`config.mk`:
```
export PLATFORM = sky130hd
export DESIGN_NAME = regn_ld_step
export DESIGN_NICKNAME = d
export VERILOG_FILES = /design/src/rtl/regn_ld_step.sv
export SDC_FILE = /design/constraint.sdc
export NUM_CORES = 1
export LEC_CHECK = 0
export ABC_AREA = 1
export CAP_MARGIN = 10
export CORE_MARGIN = 10
export CORE_UTILIZATION = 30
export DETAILED_ROUTE_END_ITERATION = 16
export GPL_TIMING_DRIVEN = 0
export RECOVER_POWER = 50
export SETUP_SLACK_MARGIN = 0.1
export SLEW_MARGIN = 10
export SYNTH_ARGS = -nofsm -noshare
export SYNTH_HDL_FRONTEND = slang
export SYNTH_SLANG_ARGS = --single-unit
```
`constraint.sdc`:
```
create_clock -name clk -period 1.5 [get_ports clk]
set_input_delay 0.225 -clock clk [delete_from_list [all_inputs] [get_ports clk]]
set_output_delay 0.225 -clock clk [all_outputs]
set_load 0.01 [all_outputs]
```
`src/rtl/regn_ld_step.sv`:
```
// regn_ld_step: WIDTH-bit load/step/shift register with wrap or saturate arithmetic and status flags.
// Optional sticky overflow/underflow flags enabled by defining REGN_LD_STEP_STICKY_EN.
module regn_ld_step #(
  parameter int WIDTH = 8,
  parameter int STEP = 1,
  parameter bit SATURATE = 1'b0,
  parameter logic [WIDTH-1:0] RST_VAL = '0
) (
  input  logic             clk,
  input  logic             rst,
  input  logic             ld,
  input  logic             inc,
  input  logic             dec,
  input  logic             shl,
  input  logic             shr,
  input  logic             sin,
  input  logic [WIDTH-1:0] in,
  output logic [WIDTH-1:0] out,
  output logic             zero,
  output logic             max,
  output logic             carry,
  output logic             borrow,
  output logic             sout
`ifdef REGN_LD_STEP_STICKY_EN
  ,
  input  logic             clr_flags,
  output logic             ovf_sticky,
  output logic             unf_sticky
`endif
);
  if (WIDTH < 2 || STEP < 1 || (WIDTH < 31 && STEP >= (1 << WIDTH))) begin : g_bad_param
    $error("regn_ld_step: WIDTH must be >= 2 and STEP within 1..2^WIDTH-1");
  end
  localparam logic [WIDTH-1:0] STEP_W = WIDTH'(STEP);
  logic [WIDTH:0] sum, diff;
  logic [WIDTH-1:0] nxt;
  logic nxt_carry, nxt_borrow;
  assign sum  = {1'b0, out} + {1'b0, STEP_W};
  assign diff = {1'b0, out} - {1'b0, STEP_W};
  // Overflow/underflow only count when the step actually executes (not ld, not cancelled inc+dec).
  always_comb begin
    nxt_carry  = !ld && inc && !dec && sum[WIDTH];
    nxt_borrow = !ld && dec && !inc && diff[WIDTH];
    nxt = ld          ? in :
          (inc & dec) ? out :
          inc         ? ((SATURATE && sum[WIDTH]) ? '1 : sum[WIDTH-1:0]) :
          dec         ? ((SATURATE && diff[WIDTH]) ? '0 : diff[WIDTH-1:0]) :
          (shl & shr) ? out :
          shl         ? {out[WIDTH-2:0], sin} :
          shr         ? {sin, out[WIDTH-1:1]} :
                        out;
  end
  always_ff @(posedge clk) begin
    if (rst) begin
      out    <= RST_VAL;
      carry  <= 1'b0;
      borrow <= 1'b0;
    end else begin
      out    <= nxt;
      carry  <= nxt_carry;
      borrow <= nxt_borrow;
    end
  end
  assign zero = (out == '0);
  assign max  = (out == '1);
  assign sout = shl ? out[WIDTH-1] : out[0];
`ifdef REGN_LD_STEP_STICKY_EN
  // A set event on the same edge as clr_flags wins.
  always_ff @(posedge clk) begin
    if (rst) begin
      ovf_sticky <= 1'b0;
      unf_sticky <= 1'b0;
    end else begin
      ovf_sticky <= nxt_carry | (ovf_sticky & ~clr_flags);
      unf_sticky <= nxt_borrow | (unf_sticky & ~clr_flags);
    end
  end
`endif
endmodule

```
# After elaboration in Yosys (flattened, before gate mapping)
# Cells that the tools add are included.
# W data, S select, Z words.
# totals
ff_bits,10
in_bits,16
word_cells,30
# op_classes
addsub,2
eq_ne,3
muxes,8
n_bitwise,2
reduce_logical,12
# ops
op,count
$mux W8,7
$add A8 B1 Y9 const B,1
$sub A8 B1 Y9 const B,1
$eq A8 B8 Y1 const B,1
$logic_not A8 Y1,1
$logic_and A1 B1 Y1,6
$reduce_bool A5 Y1,1
$ne A4 B4 Y1 const B,1
$logic_not A1 Y1,3
$reduce_and A3 Y1,1
$and A1 B1 Y1,2
$ne A2 B2 Y1 const B,1
$mux W1,1

# Depth between registers and ports, before layout
# Gate-level depths: netlist of the first run.
# logic_depth
depth_word,7
depth_mapped,12
mapped_depth_nobuf,12

# Least setup slack after synthesis of the first run
# OpenSTA, ideal clock, no wires.
# synth_timing
path_kind,register to register
from,register out[0]
to,register out[2]
setup_time_ns,0.134
t_arrival_ns,1.359
t_required_ns,1.366
slack_ns,0.007
stages_incl_launch_ff,11
path_buffers,0
synth_period_minus_slack_ns,1.493
path_cell_list,dfxtp_1 > inv_1 > ha_1 > inv_1 > nor2_1 > o21ai_0 > o21ai_0 > nand2_1 > nand3_1 > nand2_1 > a21oi_2
# synth_between
elab_chain_len,5
word_cells_on_any_way,6
classes_between,add/sub: 2; mux: 4
# synth_lines
item,line_no,text
start: declaration,18,"output logic [WIDTH-1:0] out,"
start signal: assignment,59,out <= nxt;
$sub A8 B1 Y9,39,"assign diff = {1'b0, out} - {1'b0, STEP_W};"
$mux W8,47,dec ? ((SATURATE && diff[WIDTH]) ? '0 : diff[WIDTH-1:0]) :
$mux W8 (*),46,inc ? ((SATURATE && sum[WIDTH]) ? '1 : sum[WIDTH-1:0]) :
$mux W8 (*),45,(inc & dec) ? out :
$mux W8 (*),44,nxt = ld ? in :
# Mark *: on every way between the ends. The rest lies on a longest branch, timed or not. The select of a mux whose other input is x is not followed.
# A chain may end at the register's enable or synchronous reset.

# Worst setup path in the final report of the first run
# layout_timing
from,register out[0]
to,output port max
# layout_between
elab_chain_len,1
# layout_lines
item,line_no,text
$eq A8 B8 Y1,65,assign max = (out == '1);
end: declaration,20,"output logic max,"
# No other way between the ends.

==> metrics.yaml, run 1 <==
r2r-end: "out[2]$_SDFFE_PP0P_"
slowest_stage: "dfxtp_4"
finish.utilization_pct: 48.7
final_net_count: 247
reg2regPathDepth: 12
syn-instance-count: 181
ys_types: 33
hpwlAfterDp_um: 2660
die_width_um: 81.1
arrival_ns: 1.32
hold_viol: 0
die_area_mm2: 0.00658
clk_pin_slew_worst_paths_ns: 0.05
multi_input_area_um2: 873
path_buf_inv: 1
reg2reg_slack_ns: -0.01
slowest_delay_ns: 0.38
crit_fanout: 4
drc: 0
ios: 29
total_power_mw: 1.28
postLayoutSetupSlackWorst_ns: -0.0404
gp_congestion: 0.883
cts_tree: "done"
failed_checks: "negative setup slack"
drv_slew: 0
maxSlewHeadroom_pct: 61.1
post-route-period-util_pct: 103
vias: 1367
yosysSeqAreaShare_pct: 17.9
dr.pass1.iters: 4
routed_via_density: 4.97
rows: 22
syn_nets: 200
cp-startpoint: "out[0]$_SDFFE_PP0P_"
fin_skew_ns: 0.00163
fmax_mhz: 649
min_path_type: "input port to register"
drt_iter0_drc: 131
clock_sink_count: 10
grt_usage_pct: 11.0
die_h_um: 81.1
wire_per_inst_um: 14.0
grt_max_degree: 11
cts_root_buf: "clkbuf_8"
port_buffers: 24
synthesis.area_mm2: 0.00112
initial_core_util_pct: 30.9
yosys_warnings: 0
hp-start: "ld"
ir_drop_mv: 0.255
hold_path_end: "out[0]$_SDFFE_PP0P_"
first_global_vias: 1284
cts-buffers-inserted: 3
synth_top_area_cell: "dfxtp_1"
yosys-top-cells-area: "dfxtp_1 18%, nand2_1 14%, buf_6 7.0%"
fill_cells: 385
fin_crit_ns: 1.54
critical_path_required_ns: 1.27
totalWireLength_um: 3840
drive_gt1_share_pct: 39.6
design.core.area_mm2: 0.00363
startpoint_type: "register"
ys_seq_elements: 10
setup_tns_ns: -0.0711
r2r-start: "out[1]$_SDFFE_PP0P_"
syn_area_per_cell_um2: 6.19
status: "complete, but fails checks"
diodes: 0
grt_pass1_wl_um: 5820
drtAntennaViolNets: 0
preCtsSetupSlack_ns: -0.385
syn2layout_area_growth_pct: 57.8
regArea_um2: 213
htree_levels: 1
crit_type: "register to output pin"
power.leakage_nw: 0.777
cts_buffer_depth: 2
whs_path_depth: 3
endpoint_kind: "output pin"
setup_viol: 4
grt-ovfl-total: 0
p_per_area_mw_per_mm2: 724
crit_chain: "ha_4, nand2_4, nor2_4, nand4_1, nor2_1, buf_2"
worst_slew_pin_slew_ns: 0.584
hold_ws_ns: 0.334
rsz0062_at_grt: "true"
insertion_delay_ns: 0.24
antenna_found_initial: 0
crit_family: "simple AND/OR/NAND/NOR gates"
cap_violations: 0
synth_top_area_share_pct: 17.9
repair_timing:
action	in CTS	in global routing
pin swaps	17	21
gates resized for setup	34	29
cloned	0	1
setup buffers	12	5
hold buffers	0	0
endpoints found under the setup margin	11	10
cell usage after synthesis:
library cell / instances
nand2_1: 43
nor2_1: 21
o21ai_0: 15
inv_1: 13
nand3_1: 12
dfxtp_1: 10
a21oi_1: 8
nand2_2: 8
a21oi_2: 7
buf_6: 7
inv_2: 4
ha_1: 3
o21ai_1: 3
xor2_1: 3
buf_2: 2
nand4_1: 2
nor2_4: 2
nor3_1: 2
o211ai_1: 2
a221oi_1: 1
a31oi_1: 1
buf_4: 1
clkbuf_1: 1
inv_4: 1
nand3_2: 1
nor2_2: 1
nor3_2: 1
nor4_1: 1
o21ai_2: 1
o22ai_1: 1
o31ai_1: 1
or2_2: 1
xnor2_1: 1
state kept, by name (all words and copies together), names as in the netlist:
name    count
borrow      1
carry       1
out         8
routing by layer:
| layer | vias up | global-route usage (%) | share of wire, % |
|---|---|---|---|
| met4 | 0 | 3.63 | 0.83 |
| met2 | 38 | 18.6 | 50 |
| li1 | 688 | - | - |
| met5 | - | 0 | 0 |
| met1 | 637 | 13.2 | 43 |
| met3 | 4 | 3.09 | 6.2 |
area by class of cell:
class,count,area share [%]
inverter,18,4.67
clock buffer,4,3.11
buffer,11,5.66
tap,48,3.39
multi-input combinational,142,49.4
timing repair buffer,42,21.8
sequential,10,12.0
stage by stage:
stage	std cells	area, um2
4_1_cts	269	1630
2_1_floorplan	181	1120
3_3_place_gp	253	1420
6_report	275	1770
3_5_place_dp	253	1420
5_1_grt	275	1770
kinds of logic (layout without fill, tap and decap cells):
family	Yosys count	count (layout)	synth area share (%)
AO/OA/AOI/OAI	40	40	21.8
XOR/XNOR	4	4	3.13
buffers and inverters	29	75	15.2
flip-flops	10	10	17.9
adder cells (fa/ha/maj)	3	3	3.35
AND/OR/NAND/NOR	95	95	38.7
how the worst max path moves through the flow:
stage	endpoint	cells past startpoint
floorplan	out[2]$_SDFFE_PP0P_	10
global placement	max	6
detailed placement	max	6
CTS	max	6
global route	out[2]$_SDFFE_PP0P_	12
finish	max	6
power by group:
part           total (mW)  leakage, nW  internal, mW  switching, mW
clock network       0.340       0.0288         0.231          0.109
logic               0.621        0.663         0.285          0.337
registers           0.320       0.0850         0.291         0.0288
total                1.28        0.777         0.807          0.475
layout by cell type (no fill, tap or decap), drive strengths merged:
| cell | n |
|---|---|
| dlygate4sd3 | 3 |
| o211ai | 2 |
| dfxtp | 10 |
| clkbuf | 6 |
| nor4 | 1 |
| or2 | 1 |
| nand3 | 13 |
| nand4 | 2 |
| inv | 18 |
| xnor2 | 1 |
| dlygate4sd2 | 5 |
| a31oi | 1 |
| a221oi | 1 |
| nand2 | 51 |
| ha | 3 |
| nor2 | 24 |
| clkdlybuf4s50 | 14 |
| nor3 | 3 |
| o22ai | 1 |
| o21ai | 19 |
| clkdlybuf4s15 | 1 |
| a21oi | 15 |
| o31ai | 1 |
| buf | 28 |
| xor2 | 3 |
worst min-delay path, cell delays in order:
cell and delay (ns):
buf_6 0.13, a21oi_2 0.11, a21oi_1 0.07
Power figures use the tool's default switching activity.
==> inputs of run 2 (changes only) <==
--- a/config.mk
+++ b/config.mk
@@ -11,7 +11,6 @@
 export CORE_UTILIZATION = 30
 export DETAILED_ROUTE_END_ITERATION = 16
 export GPL_TIMING_DRIVEN = 0
-export RECOVER_POWER = 50
 export SETUP_SLACK_MARGIN = 0.1
 export SLEW_MARGIN = 10
 export SYNTH_ARGS = -nofsm -noshare
==> metrics.yaml, run 2 (synthesis results as in run 1) <==
status: "complete, but fails checks"  # unchanged
failed_checks: "negative setup slack"  # unchanged
final_net_count: 247  # unchanged
total_power_mw: 1.28  # about the same
fin_crit_ns: 1.54  # about the same
grtUsageMet1_pct: 13.2  # unchanged
crit_type: "register to output pin"  # unchanged
drtAntennaViolNets: 0  # unchanged
gp_congestion: 0.883  # unchanged
regArea_um2: 213  # unchanged
cts-buffers-inserted: 3  # unchanged
rsz0062_at_grt: "true"  # unchanged
largest_register: "out"  # unchanged
initial_core_util_pct: 30.9  # unchanged
grt_usage_pct: 11.0  # unchanged
dr.pass1.iters: 4  # unchanged
startpoint_type: "register"  # unchanged
ir_drop_mv: 0.272  # was 0.255 mV
design.core.area_mm2: 0.00363  # unchanged
grt-busiest-layer: "met2"  # unchanged
hold_viol: 0  # unchanged
postLayoutSetupSlackWorst_ns: -0.0409  # was -0.0404 ns
grt_use_met3_pct: 3.09  # unchanged
arrival_ns: 1.32  # about the same
wire_per_inst_um: 14.0  # about the same
die_area_mm2: 0.00658  # unchanged
cap_violations: 0  # unchanged
fmax_mhz: 649  # about the same
setup_viol: 4  # unchanged
first_global_vias: 1284  # unchanged
clk_pin_slew_worst_paths_ns: 0.05  # about the same
p_per_area_mw_per_mm2: 725  # was 724 mW/mm2
grtUsageMet2_pct: 18.6  # unchanged
port_buffers: 24  # unchanged
insertion_delay_ns: 0.24  # about the same
layout_common_cells: "39 x nand2_1, 17 x clkdlybuf4s50_1, 16 x nor2_1"  # was 39 x nand2_1, 16 x nor2_1, 14 x buf_4, 14 x clkdlybuf4s50_1, 12 x o21ai_0
critical_path_required_ns: 1.27  # about the same
post-route-period-util_pct: 103  # about the same
rows: 22  # unchanged
reg_top3: "out (8), borrow (1), carry (1)"  # unchanged
vias: 1370  # was 1367
final_common_cell: "nand2_1"  # unchanged
htree_levels: 1  # unchanged
grt_max_degree: 11  # unchanged
power.leakage_nw: 0.771  # was 0.777 nW
largest_reg_flops: 8  # unchanged
crit_fanout: 4  # unchanged
worst_slew_pin_slew_ns: 0.583  # was 0.584 ns
path_buf_inv: 1  # unchanged
crit_chain: "ha_4, nand2_4, nor2_4, nand4_1, nor2_1, buf_2"  # unchanged
clock_sink_count: 10  # unchanged
drt_iter0_drc: 129  # was 131
routed_via_density: 4.98  # was 4.97
fin_skew_ns: 0.00135  # was 0.00163 ns
finish.utilization_pct: 48.8  # was 48.7%
fill_cells: 385  # unchanged
diodes: 0  # unchanged
endpoint_kind: "output pin"  # unchanged
min_path_type: "input port to register"  # unchanged
drc: 0  # unchanged
antenna_found_initial: 0  # unchanged
drive_gt1_share_pct: 40.1  # was 39.6%
cts_tree: "done"  # unchanged
totalWireLength_um: 3850  # was 3840 um
drv_slew: 0  # unchanged
cts_root_buf: "clkbuf_8"  # unchanged
die_width_um: 81.1  # unchanged
grt_pass1_wl_um: 5820  # unchanged
multi_input_area_um2: 873  # unchanged
cts_buffer_depth: 2  # unchanged
syn2layout_area_growth_pct: 58.1  # was 57.8%
grt-ovfl-total: 0  # unchanged
maxSlewHeadroom_pct: 61.1  # about the same
slowest_stage: "dfxtp_4"  # unchanged
die_h_um: 81.1  # unchanged
ios: 29  # unchanged
slowest_delay_ns: 0.38  # about the same
crit_family: "simple AND/OR/NAND/NOR gates"  # unchanged
hpwlAfterDp_um: 2660  # unchanged
run 2: where the power goes:
part | total [mW] | switching (mW) | internal, mW
sequential | 0.320 | 0.0293 | 0.291
combinational | 0.624 | 0.337 | 0.288
clock | 0.340 | 0.109 | 0.231
total | 1.28 | 0.475 | 0.810
run 2: layout make-up:
type | instances | area share, %
tap | 48 | 3.39
multi-input combinational | 142 | 49.3
clock buffer | 4 | 3.11
timing repair buffer | 42 | 21.9
buffer | 11 | 5.65
inverter | 18 | 4.66
sequential | 10 | 12.0
run 2: repair_timing:
action / in CTS / in global routing
buffers inserted: 12 / 5
resized for setup: 34 / 29
pin swaps: 17 / 21
cloned: 0 / 1
hold buffers: 0 / 0
setup endpoints to repair: 11 / 10
run 2: per-layer routing:
| layer | routed length, um | part of all wire (%) | up-vias |
|---|---|---|---|
| li1 | - | - | 688 |
| met1 | 1650 | 43 | 639 |
| met2 | 1920 | 50 | 39 |
| met3 | 245 | 6.4 | 4 |
| met4 | 32 | 0.83 | 0 |
| met5 | 0 | 0 | - |
run 2: final timing paths:
check                            from             endpoint  slack [ns]  depth (start not counted)
setup reg to reg  out[1]$_SDFFE_PP0P_  out[2]$_SDFFE_PP0P_       -0.01                         12
hold reg to reg   out[6]$_SDFFE_PP0P_  out[6]$_SDFFE_PP0P_        0.54                          2
setup / recovery  out[0]$_SDFFE_PP0P_                  max       -0.04                          6
hold / removal                     ld  out[0]$_SDFFE_PP0P_        0.33                          3
run 2: stage by stage:
stage | instance area, um2 | worst slack (ns) | TNS [ns] | std cells | hold WS, ns
final | 1770 | -0.0409 | -0.0716 | 275 | 0.334
after detailed placement | 1420 | -0.385 | -1.09 | 253 | 0.575
after global placement | 1420 | -0.404 | -1.08 | 253 | 0.572
after floorplan | 1120 | 0.118 | 0 | 181 | 0.398
after CTS | 1630 | -0.0736 | -0.0957 | 269 | 0.324
after global routing | 1770 | -0.143 | -0.586 | 275 | 0.365
run 2: worst min-delay path, stage by stage:
cell,delay (ns)
buf_6,0.13
a21oi_2,0.11
a21oi_1,0.07
==> inputs of run 3 (changes only) <==
==> constraint.sdc (replaced) <==
create_clock -name clk -period 1.8 [get_ports clk]
set_input_delay 0.27 -clock clk [delete_from_list [all_inputs] [get_ports clk]]
set_output_delay 0.27 -clock clk [all_outputs]
set_load 0.01 [all_outputs]
==> metrics.yaml, run 3 (synthesis results as in run 1) <==
cp-startpoint: "out[0]$_SDFFE_PP0P_"  # unchanged
die_width_um: 81.1  # unchanged
routed_via_density: 4.85  # was 4.98
hold_viol: 0  # unchanged
largest_reg_flops: 8  # unchanged
clk_pin_slew_worst_paths_ns: 0.05  # about the same
gp_congestion: 0.881  # was 0.883
drtAntennaViolNets: 0  # unchanged
fmax_mhz: 587
clock_sink_count: 10  # unchanged
totalWireLength_um: 3400  # was 3850 um
crit_type: "register to output pin"  # unchanged
cts_buffer_depth: 2  # unchanged
rows: 22  # unchanged
crit_fanout: 7  # was 4
grt-ovfl-total: 0  # unchanged
combPwrFrac_pct: 43.3  # was 48.6%
grt_usage_pct: 10.5  # was 11.0%
swShare_pct: 35.2  # was 37.0%
worst_slew_pin_slew_ns: 0.541  # was 0.583 ns
die_h_um: 81.1  # unchanged
diodes: 0  # unchanged
cts-buffers-inserted: 3  # unchanged
startpoint_type: "register"  # unchanged
wire_per_inst_um: 12.7  # was 14.0 um
first_global_vias: 1197  # was 1284
setup_viol: 0  # was 4
hpwlAfterDp_um: 2640  # was 2660 um
grt_max_degree: 11  # unchanged
switchingPower_mw: 0.340  # was 0.475 mW
maxSlewHeadroom_pct: 63.9  # was 61.1%
largest_register: "out"  # unchanged
seq_power_share_pct: 27.6  # was 24.9%
reg_top3: "out (8), borrow (1), carry (1)"  # unchanged
initial_core_util_pct: 30.9  # unchanged
power.leakage_nw: 0.683  # was 0.771 nW
ios: 29  # unchanged
endpoint_kind: "output pin"  # unchanged
fin_skew_ns: 0.00254  # was 0.00135 ns
p_clk_share_pct: 29.1  # was 26.5%
drv_slew: 0  # unchanged
insertion_delay_ns: 0.24  # about the same
p_per_area_mw_per_mm2: 608  # was 725 mW/mm2
r2r-start: "out[0]$_SDFFE_PP0P_"  # was out[1]$_SDFFE_PP0P_
final_net_count: 240  # was 247
total_power_mw: 0.965  # was 1.28 mW
layout_common_cells: "42 x nand2_1, 21 x clkdlybuf4s50_1, 18 x nor2_1"  # was 39 x nand2_1, 17 x clkdlybuf4s50_1, 16 x nor2_1
grt_pass1_wl_um: 5550  # was 5820 um
dr.pass1.iters: 4  # unchanged
cap_violations: 0  # unchanged
fill_cells: 407  # was 385
hold_ws_ns: 0.379  # was 0.334 ns
rsz0062_at_grt: "true"  # unchanged
final_common_cell: "nand2_1"  # unchanged
design.core.area_mm2: 0.00363  # unchanged
ir_drop_mv: 0.325  # was 0.272 mV
cts_tree: "done"  # unchanged
syn2layout_area_growth_pct: 41.5  # was 58.1%
htree_levels: 1  # unchanged
arrival_ns: 1.43  # was 1.32 ns
p_int_mw: 0.625  # was 0.810 mW
vias: 1299  # was 1370
antenna_found_initial: 0  # unchanged
die_area_mm2: 0.00658  # unchanged
drive_gt1_share_pct: 29.1  # was 40.1%
drt_iter0_drc: 103  # was 129
status: "completed"  # was complete, but fails checks
drc: 0  # unchanged
min_path_type: "input port to register"  # unchanged
hp-start: "ld"  # unchanged
fin_crit_ns: 1.70
cts_root_buf: "clkbuf_8"  # unchanged
post-route-period-util_pct: 94.6
port_buffers: 24  # unchanged
critical_path_required_ns: 1.53  # was 1.27 ns
[run 3: what timing repair did]
action	in CTS	in global routing
setup endpoints to repair	3	4
hold buffers	0	0
setup buffers	0	11
resized for setup	11	11
pin swaps	0	4
cloned	0	0
[run 3: power groups by stage]
stage               registers [mW]  clock network [mW]  logic (mW)
floorplan                    0.272                   0       0.252
global placement             0.269                   0       0.386
detailed placement           0.270                   0       0.386
CTS                          0.267               0.287       0.386
global route                 0.269               0.301       0.469
finish                       0.266               0.280       0.418
[run 3: through the flow]
step	area, um2	TNS (ns)	utilization, %	cells	setup slack, ns
finish	1590	0	43.7	268	0.0976
global route	1590	0	43.7	268	0.0275
CTS	1480	-0.0540	40.8	257	-0.0540
detailed placement	1420	-0.234	39.1	253	-0.234
global placement	1420	-0.252	39.1	253	-0.252
floorplan	1120	0	-	181	0.307
[run 3: critical path: stages, from the launching register on]
cell	delay (ns)
dfxtp_4	0.39
ha_4	0.14
nand2_2	0.07
nor2_4	0.13
nand4_1	0.17
nor2_2	0.16
buf_2	0.14
[run 3: cell type report]
| cell class | count | area, um2 | share of cell area [%] |
|---|---|---|---|
| Timing Repair Buffer | 35 | 312 | 19.6 |
| Sequential cell | 10 | 209 | 13.2 |
| Clock buffer | 4 | 55.1 | 3.47 |
| Tap cell | 48 | 60.1 | 3.79 |
| Inverter | 18 | 70.1 | 4.42 |
| Multi-Input combinational cell | 142 | 781 | 49.2 |
| Buffer | 11 | 100 | 6.31 |
[run 3: path summary, 6_finish.rpt]
kind | end | slack, ns | cells past startpoint
min | out[0]$_SDFFE_PP0P_ | 0.38 | 3
max reg2reg | out[6]$_SDFFE_PP0P_ | 0.26 | 11
max | max | 0.1 | 6
min reg2reg | out[7]$_SDFFE_PP0P_ | 0.54 | 2
[run 3: per-layer routing]
metal / wire [um] / vias up / part of all wire, % / global-route usage, %
met4: 39 / 0 / 1.1 / 2.42
met3: 270 / 6 / 7.9 / 3.64
met1: 1500 / 579 / 44 / 12.9
met2: 1600 / 48 / 47 / 17.3
li1: - / 666 / - / -
met5: 0 / - / 0 / 0
